==> src/rtl/demux1t2_32_buf_if.sv <==
// demux1t2_32_buf_if: upstream push port and two downstream valid/ready channels
interface demux1t2_32_buf_if;
  logic        s_valid;
  logic        s_ready;
  logic        s_sel;
  logic [31:0] s_data;
  logic        m0_valid;
  logic        m0_ready;
  logic [31:0] m0_data;
  logic        m1_valid;
  logic        m1_ready;
  logic [31:0] m1_data;
  modport slave (
    input  s_valid, s_sel, s_data, m0_ready, m1_ready,
    output s_ready, m0_valid, m0_data, m1_valid, m1_data
  );
  modport master (
    output s_valid, s_sel, s_data, m0_ready, m1_ready,
    input  s_ready, m0_valid, m0_data, m1_valid, m1_data
  );
endinterface

==> src/rtl/demux1t2_32_buf.sv <==
// demux1t2_32_buf: steers 32-bit words into one of two FIFOs, with per-channel accept counters
module demux1t2_32_buf #(
  parameter int DEPTH = 4,
  parameter int CNT_W = 16
) (
  input  logic             clk,
  input  logic             rst_n,
  demux1t2_32_buf_if.slave bus,
  output logic [CNT_W-1:0] cnt0,
  output logic [CNT_W-1:0] cnt1
);
  localparam int PW = $clog2(DEPTH);
  localparam int OW = PW + 1;
  logic [31:0]      mem_q [2][DEPTH];
  logic [31:0]      mem_d [2][DEPTH];
  logic [PW-1:0]    wp_q [2], wp_d [2], rp_q [2], rp_d [2];
  logic [OW-1:0]    occ_q [2], occ_d [2];
  logic [CNT_W-1:0] cnt_q [2], cnt_d [2];
  logic [1:0]       valid_q, valid_d;
  logic [1:0]       full, push, pop;
  assign full = {occ_q[1] == OW'(DEPTH), occ_q[0] == OW'(DEPTH)};
  // s_ready depends only on s_sel and registered occupancy, never on mk_ready
  assign bus.s_ready = !full[bus.s_sel];
  assign push = {2{bus.s_valid}} & ~full & {bus.s_sel, !bus.s_sel};
  assign pop = valid_q & {bus.m1_ready, bus.m0_ready};
  assign bus.m0_valid = valid_q[0];
  assign bus.m1_valid = valid_q[1];
  assign bus.m0_data = valid_q[0] ? mem_q[0][rp_q[0]] : 32'h0;
  assign bus.m1_data = valid_q[1] ? mem_q[1][rp_q[1]] : 32'h0;
  assign cnt0 = cnt_q[0];
  assign cnt1 = cnt_q[1];
  always_comb begin
    mem_d = mem_q;
    for (int k = 0; k < 2; k++) begin
      if (push[k]) mem_d[k][wp_q[k]] = bus.s_data;
      wp_d[k]    = push[k] ? wp_q[k] + PW'(1) : wp_q[k];
      rp_d[k]    = pop[k] ? rp_q[k] + PW'(1) : rp_q[k];
      cnt_d[k]   = push[k] ? cnt_q[k] + CNT_W'(1) : cnt_q[k];
      occ_d[k]   = occ_q[k] + OW'(push[k]) - OW'(pop[k]);
      valid_d[k] = occ_d[k] != '0;
    end
  end
  // storage needs no reset: data outputs are masked to zero while empty
  always_ff @(posedge clk) mem_q <= mem_d;
  always_ff @(posedge clk or negedge rst_n) begin
    if (!rst_n) begin
      wp_q    <= '{default: '0};
      rp_q    <= '{default: '0};
      occ_q   <= '{default: '0};
      cnt_q   <= '{default: '0};
      valid_q <= '0;
    end else begin
      wp_q    <= wp_d;
      rp_q    <= rp_d;
      occ_q   <= occ_d;
      cnt_q   <= cnt_d;
      valid_q <= valid_d;
    end
  end
endmodule

==> src/flat_wrapper.sv <==
// flat-port wrapper written by rule: the top's interface ports become plain ports
module demux1t2_32_buf_flat 
#(
  parameter int DEPTH = 4,
  parameter int CNT_W = 16
)
  (clk, rst_n, cnt0, cnt1, bus_s_valid, bus_s_sel, bus_s_data, bus_m0_ready, bus_m1_ready, bus_s_ready, bus_m0_valid, bus_m0_data, bus_m1_valid, bus_m1_data);
  demux1t2_32_buf_if bus_i ();
  input  logic clk;
  input  logic rst_n;
  output logic [CNT_W-1:0] cnt0;
  output logic [CNT_W-1:0] cnt1;
  input wire logic [$bits(bus_i.s_valid)-1:0] bus_s_valid;
  input wire logic [$bits(bus_i.s_sel)-1:0] bus_s_sel;
  input wire logic [$bits(bus_i.s_data)-1:0] bus_s_data;
  input wire logic [$bits(bus_i.m0_ready)-1:0] bus_m0_ready;
  input wire logic [$bits(bus_i.m1_ready)-1:0] bus_m1_ready;
  output wire logic [$bits(bus_i.s_ready)-1:0] bus_s_ready;
  output wire logic [$bits(bus_i.m0_valid)-1:0] bus_m0_valid;
  output wire logic [$bits(bus_i.m0_data)-1:0] bus_m0_data;
  output wire logic [$bits(bus_i.m1_valid)-1:0] bus_m1_valid;
  output wire logic [$bits(bus_i.m1_data)-1:0] bus_m1_data;
  assign bus_i.s_valid = bus_s_valid;
  assign bus_i.s_sel = bus_s_sel;
  assign bus_i.s_data = bus_s_data;
  assign bus_i.m0_ready = bus_m0_ready;
  assign bus_i.m1_ready = bus_m1_ready;
  assign bus_s_ready = bus_i.s_ready;
  assign bus_m0_valid = bus_i.m0_valid;
  assign bus_m0_data = bus_i.m0_data;
  assign bus_m1_valid = bus_i.m1_valid;
  assign bus_m1_data = bus_i.m1_data;
  demux1t2_32_buf #(.DEPTH(DEPTH), .CNT_W(CNT_W)) u_core (.clk(clk), .rst_n(rst_n), .bus(bus_i), .cnt0(cnt0), .cnt1(cnt1));
endmodule
==> config.mk <==
export PLATFORM = sky130hd
export DESIGN_NAME = demux1t2_32_buf_flat
export DESIGN_NICKNAME = d
export VERILOG_FILES = /design/src/rtl/demux1t2_32_buf_if.sv /design/src/rtl/demux1t2_32_buf.sv /design/src/flat_wrapper.sv
export SDC_FILE = /design/constraint.sdc
export NUM_CORES = 1
export LEC_CHECK = 0
export ABC_AREA = 0
export ABC_CLOCK_PERIOD_IN_PS = 6200
export CORE_MARGIN = 4
export CORE_UTILIZATION = 40
export CTS_CLUSTER_DIAMETER = 200
export DETAILED_ROUTE_END_ITERATION = 8
export SLEW_MARGIN = 10
export SYNTH_ARGS = -nofsm -noshare
export SYNTH_HDL_FRONTEND = slang
export SYNTH_SLANG_ARGS = --single-unit
==> constraint.sdc <==
create_clock -name clk -period 6.2 [get_ports clk]
set_clock_uncertainty 0.1 [all_clocks]
set_input_delay 1.24 -clock clk [delete_from_list [all_inputs] [get_ports clk]]
set_output_delay 1.24 -clock clk [all_outputs]
set_load 0.005 [all_outputs]
## Yosys cells after proc, flatten, opt, wreduce, memory -nomap -nowiden

Index checks and enable logic that the tools add are counted.

| word-level totals | value |
|---|---|
| register bits | 304 |

| cells by class | value |
|---|---|
| order comparisons | 7 |
| $add $sub $neg | 10 |
| multiplexer cells | 16 |
| reductions and logical operators | 6 |
| eq/ne operators | 2 |
| bitwise operators | 8 |

Operator list:

| cell | number |
|---|---|
| $bwmux 128 | 2 |
| $mux 32 | 8 |
| $bmux 32 s2 | 2 |
| $demux 32 s2 | 2 |
| $add 16x1->16 const B | 2 |
| $ge 3x3->1 const B | 4 |
| $not 2->3 | 4 |
| $add 2x1->2 const B | 4 |
| $add 3x1->3 | 2 |
| $and 2x2->2 | 3 |
| $eq 3x3->1 const B | 2 |
| $lt 3x1->1 const B | 2 |
| $reduce_bool 3->1 | 2 |
| $sub 3x1->3 | 2 |
| $logic_and 1x1->1 | 2 |
| $logic_not 1->1 | 2 |
| $lt 1x2->1 const B | 1 |
| $mux 1 | 2 |
| $not 2->2 | 1 |

## Depth between registers and ports, before layout

| logic depth | value |
|---|---|
| depth after elaboration | 7 |
| depth in mapped cells | 9 |
| depth with buffers taken out | 9 |

## Least setup slack after synthesis

Ideal clock, no wire load.

| timing | value |
|---|---|
| path kind | input to register |
| from | input bus_s_sel |
| to | register u_core.mem_q[128] (netlist bit) (enable) |
| cell stages on the path | 4 |
| setup slack | 3.071 ns |
| data required time | 5.708 ns |
| setup time | 0.392 ns |
| data arrival time | 2.637 ns |
| buffers on the path | 1 |
| cells stage by stage | nand2b_4 -> nor2_1 -> buf_1 -> and2_1 |

| between the ends | value |
|---|---|
| word-level cells in the longest chain between the ends | 2 |

RTL lines:

| what | RTL line | text |
|---|---|---|
| from (decl) | flat_wrapper.sv:14 | `input wire logic [$bits(bus_i.s_sel)-1:0] bus_s_sel;` |
| $logic_not 1->1 | demux1t2_32_buf.sv:24 | `assign push = {2{bus.s_valid}} & ~full & {bus.s_sel, !bus.s_sel};` |
| $and 2x2->2 | demux1t2_32_buf.sv:24 |  |
| to (signal assigned) | demux1t2_32_buf.sv:44 | `always_ff @(posedge clk) mem_q <= mem_d;` |
| to (decl) | demux1t2_32_buf.sv:14 | `logic [31:0] mem_q [2][DEPTH];` |

Every way passes these cells.
A chain may end at the register's enable or synchronous reset.

## Worst setup path after layout

| timing | value |
|---|---|
| from | register u_core.rp_q[0] (netlist bit) |
| to | output bus_m1_data[22] |

| between the ends | value |
|---|---|
| word-level cells in the longest chain between the ends | 5 |

RTL lines:

| what | RTL line | text |
|---|---|---|
| from (decl) | demux1t2_32_buf.sv:16 | `logic [PW-1:0] wp_q [2], wp_d [2], rp_q [2], rp_d [2];` |
| from (signal assigned) | demux1t2_32_buf.sv:54 | `rp_q <= rp_d;` |
| $not 2->3 (not written as such) | demux1t2_32_buf.sv:29 | `assign bus.m1_data = valid_q[1] ? mem_q[1][rp_q[1]] : 32'h0;` |
| $bmux 32 s2 | demux1t2_32_buf.sv:29 |  |
| $mux 32 (not written as such) (2 in a row) | demux1t2_32_buf.sv:29 |  |
| $mux 32 | demux1t2_32_buf.sv:29 |  |
| to (decl) | flat_wrapper.sv:22 | `output wire logic [$bits(bus_i.m1_data)-1:0] bus_m1_data;` |

Every way passes these cells. The select of a mux whose other input is x is not followed.

==> metrics list <==
- Cells with a size suffix above 1 make up 17.7% of the layout.
* Global-route usage over all layers: 14.7%
- Vias: 5791
- Mean area per synthesized cell: 20.0 um^2
- Fmax: 0.238 GHz
- Switching power share of the total: 26.7%
- DRC violations left: 0
* Synthesized cell area: 12000 um^2
- Clock power frac: 26.7%
* Total number of cells along the worst setup path: 4
- The number of global-route vias before repair came to 6441.
* Total of hold buffers inserted after clock tree synthesis: 0
- STA classifies the critical path endpoint as an output port.
* Starting utilization of the core area: 40.5%
* Remaining global-route overflow: 0
* Worst hold path depth: 1
* Drt pass-1 iters: 4
- Yosys printed 0 warnings.
* Mapped Cells: 599
* Maximum vdd drop: 0.199 mV
- The internal portion of the total power is 4690 uW.
- Register share of total power: 43.2%
* Max-cap violations: 0
- The path class of the tightest hold or removal check is flip-flop to flip-flop.
- Final Instance Area: 14700 um^2
- The library cell used most frequently in the layout, excluding fill and tap cells, is sky130_fd_sc_hd__edfxtp_1.
* Num CTS Buffers: 31
* Worst reg2reg path depth: 9
- Post-CTS repair changed the size of 0 cells.
- WL per Instance: 20.5 um
- The detail route stage leaves a number of antenna-violating nets equal to 0.
* Antenna Diode Count: 0
- Number of antenna violations at the first check in global routing: 1
- Leakage power total: 0.00497 uW
* Placement-stage worst setup slack: 2.12 ns
- The number of placed instances, taps included, is 1103.
* Slew at the pin with the worst max-slew slack: 1.12 ns
* Slowest cell on the critical path: sky130_fd_sc_hd__mux4_2
- The flow ran to the end, and the final reports show no timing, DRC or antenna violations.
* Starting DRT DRC Count: 331
- The worst path meets setup with 2.00 ns of slack.
- The floorplan step defined a die boundary enclosing 32800 um^2.
- Once the clock tree was built, the setup fixing pass inserted 0 buffers.
* Cell breakdown of the critical path: buf_4, mux4_2, and2_1, clkdlybuf4s50_1
* Net switching power: 1710 uW
- Entering global routing, the biggest net connects 49 pins.
- Counting flops with an async set or reset pin after synthesis yields a share of 15.8%.
- Setup repair after global routing left no endpoint under its margin.
- After floorplanning, the core was divided into 63 placement rows.
- Setup violations remaining at the end of the flow were counted as 0.
- The first global-routing pass estimated 37900 um of wire.
- Fraction of the cycle the final worst path needs: 67.7%
- EDFF count, synth: 256
* Slowest stage delay, CP: 0.59 ns
- Buffers added on ports: 136
* Count of pins over their slew limit: 0
- Grouping stages by cell kind, the critical path spends the most delay in buffers and inverters.
- Root Driver: sky130_fd_sc_hd__clkbuf_16
- Data required time of the critical path: 4.86 ns
- The most used flip-flop cell after synthesis is sky130_fd_sc_hd__edfxtp_1.
* Final standard cell count with taps included and fillers excluded: 1159
- The final layout contains routed wiring with a total length of 23800 um.
- The net count of the finished layout is 800.
* Number of fill cells in the layout: 2434
- Total I/O pin count: 137
- Worst-Skew Late Latency: 0.53 ns
- The setup path with the least slack is of type flip-flop to output port.
- The worst setup path is launched from a flip-flop.
* Final HPWL DP: 14700 um
- Count of distinct cell types in the synthesized netlist: 33
* Clk pin slew, worst setup/hold paths: 0.06 ns
- Final min period: 4.20 ns
- Measured along the y axis, the die boundary spans 181 um.
- From left edge to right edge, the die measures 181 um.
- Per report_power, the combinational group accounts for 30.1% of the total.
- Pwr Density: 436 nW/um^2
* Hold Fails Final Rpt: 0
- Total buffers and inverters traversed by the critical path: 2
* TritonCTS clock tree: built
* Setup TNS: 0 ns
* Clock H-tree levels: 1
- Data arrives at the worst endpoint at 2.86 ns.
* Buffers from clock root to sink, at most: 3
- Relative to the synthesized area, the layout overhead comes to 22.5%.
* Number of sinks driven by the clock tree: 304
- Placeable core region: 29600 um^2
* Final worst hold slack: 0.374 ns
- The top cell types in the final layout, fill and taps aside, are sky130_fd_sc_hd__edfxtp_1, sky130_fd_sc_hd__clkdlybuf4s50_1, sky130_fd_sc_hd__and2_1, sky130_fd_sc_hd__mux4_2, sky130_fd_sc_hd__dfrtp_1.
- Using the TritonRoute via totals, the vias-per-cell ratio works out to 5.00.
- In this run the cell area measured after placement is 13700 um^2.
* Synthesized net count: 653
- The congestion estimate from routability-driven global placement came to 0.767.
* Worst slew margin relative to its limit: 25.1%
* Post-synthesis sequential element count: 304
- Critical Path Fanout Max: 25
- Sequential-to-total area share from yosys stat: 74.2%
-- final timing paths --
check | start | end | slack (ns)
worst max-delay path | u_core.rp_q[0] | bus_m1_data[22] | 2.00
worst min-delay path | u_core.cnt0[15] | u_core.cnt0[15] | 0.37
worst max register to register | u_core.valid_q[1] | u_core.valid_q[1] | 3.10
worst min register to register | u_core.cnt0[15] | u_core.cnt0[15] | 0.37
max in group asynchronous | rst_n | u_core.rp_q[2] | 4.90
min in group asynchronous | rst_n | u_core.cnt1[13] | 0.62
-- per-stage QoR --
step                power (uW)  utilization, %
floorplan                 3800               -
global placement          4740            46.4
detailed placement        4790            46.4
CTS                       6520            49.6
global route              6780            49.6
finish                    6390            49.6
-- power by group through the flow --
stage	sequential, uW	combinational, uW	clock (uW)
final	2760	1920	1710
after global routing	2800	2120	1860
after CTS	2770	1990	1760
after detailed placement	2810	1980	0
after global placement	2790	1950	0
after floorplan	2640	1150	0
-- state kept, by name, indices dropped and copies added (netlist names) --
register        flops
u_core.mem_q      256
u_core.cnt0        16
u_core.cnt1        16
u_core.occ_q        6
u_core.rp_q         4
u_core.wp_q         4
u_core.valid_q      2
-- worst reg2reg max path: stages, from the launching register on --
cell and delay (ns):
sky130_fd_sc_hd__dfrtp_1 1.08, sky130_fd_sc_hd__and2_1 0.34, sky130_fd_sc_hd__ha_1 0.26, sky130_fd_sc_hd__inv_1 0.05, sky130_fd_sc_hd__ha_1 0.13, sky130_fd_sc_hd__inv_1 0.05
sky130_fd_sc_hd__fa_1 0.38, sky130_fd_sc_hd__xnor2_1 0.15, sky130_fd_sc_hd__xnor2_1 0.14, sky130_fd_sc_hd__or3_1 0.30
-- layout make-up --
class	instances	area [um^2]	area share [%]
sequential	304	8890	60.7
multi-input combinational	256	2910	19.8
timing repair buffer	139	1380	9.42
clock buffer	39	806	5.50
tap	390	488	3.33
clock inverter	17	134	0.913
inverter	14	52.6	0.358
-- synth_stat cells, types with 2 or more instances --
master                       n  area share (%)
sky130_fd_sc_hd__and2_1     74             3.9
sky130_fd_sc_hd__and3_1      2            0.10
sky130_fd_sc_hd__and4_1      4            0.29
sky130_fd_sc_hd__buf_2       7            0.29
sky130_fd_sc_hd__buf_4       6            0.38
sky130_fd_sc_hd__clkbuf_1   10            0.31
sky130_fd_sc_hd__dfrtp_1    48              10
sky130_fd_sc_hd__edfxtp_1  256              64
sky130_fd_sc_hd__fa_1        2            0.33
sky130_fd_sc_hd__ha_1       14             1.5
sky130_fd_sc_hd__inv_1      14            0.44
sky130_fd_sc_hd__mux2_2      2            0.19
sky130_fd_sc_hd__mux4_2     64              12
sky130_fd_sc_hd__nand2_1    15            0.47
sky130_fd_sc_hd__nand3_1    10            0.42
sky130_fd_sc_hd__nand4_1     6            0.31
sky130_fd_sc_hd__nor2_1      3           0.094
sky130_fd_sc_hd__nor3_1      2           0.084
sky130_fd_sc_hd__nor3_2      4            0.33
sky130_fd_sc_hd__nor4_2      2            0.21
sky130_fd_sc_hd__o21ai_0     2           0.084
sky130_fd_sc_hd__or3_1       3            0.16
sky130_fd_sc_hd__xnor2_1    25             1.8
sky130_fd_sc_hd__xor2_1     15             1.1
-- layer usage --
metal  share of wire (%)  vias to the layer above  wire length [um]  track usage (%)
met2                  51                      152             12100             24.9
met4                0.95                        2               226             2.91
li1                    -                     2603                 -                -
met5               0.055                        -                13                0
met1                  42                     3015             10100             19.6
met3                 5.8                       19              1370             3.54
-- kinds of logic after synthesis --
| kind of cell | synth area share, % |
|---|---|
| adder cells (fa/ha/maj) | 1.80 |
| flip-flops | 74.2 |
| buffers and inverters | 1.55 |
| AO/OA/AOI/OAI | 0.0836 |
| XOR/XNOR | 2.93 |
| AND/OR/NAND/NOR | 7.09 |
| multiplexers | 12.3 |
No activity file was read; power rests on OpenSTA's default activity.
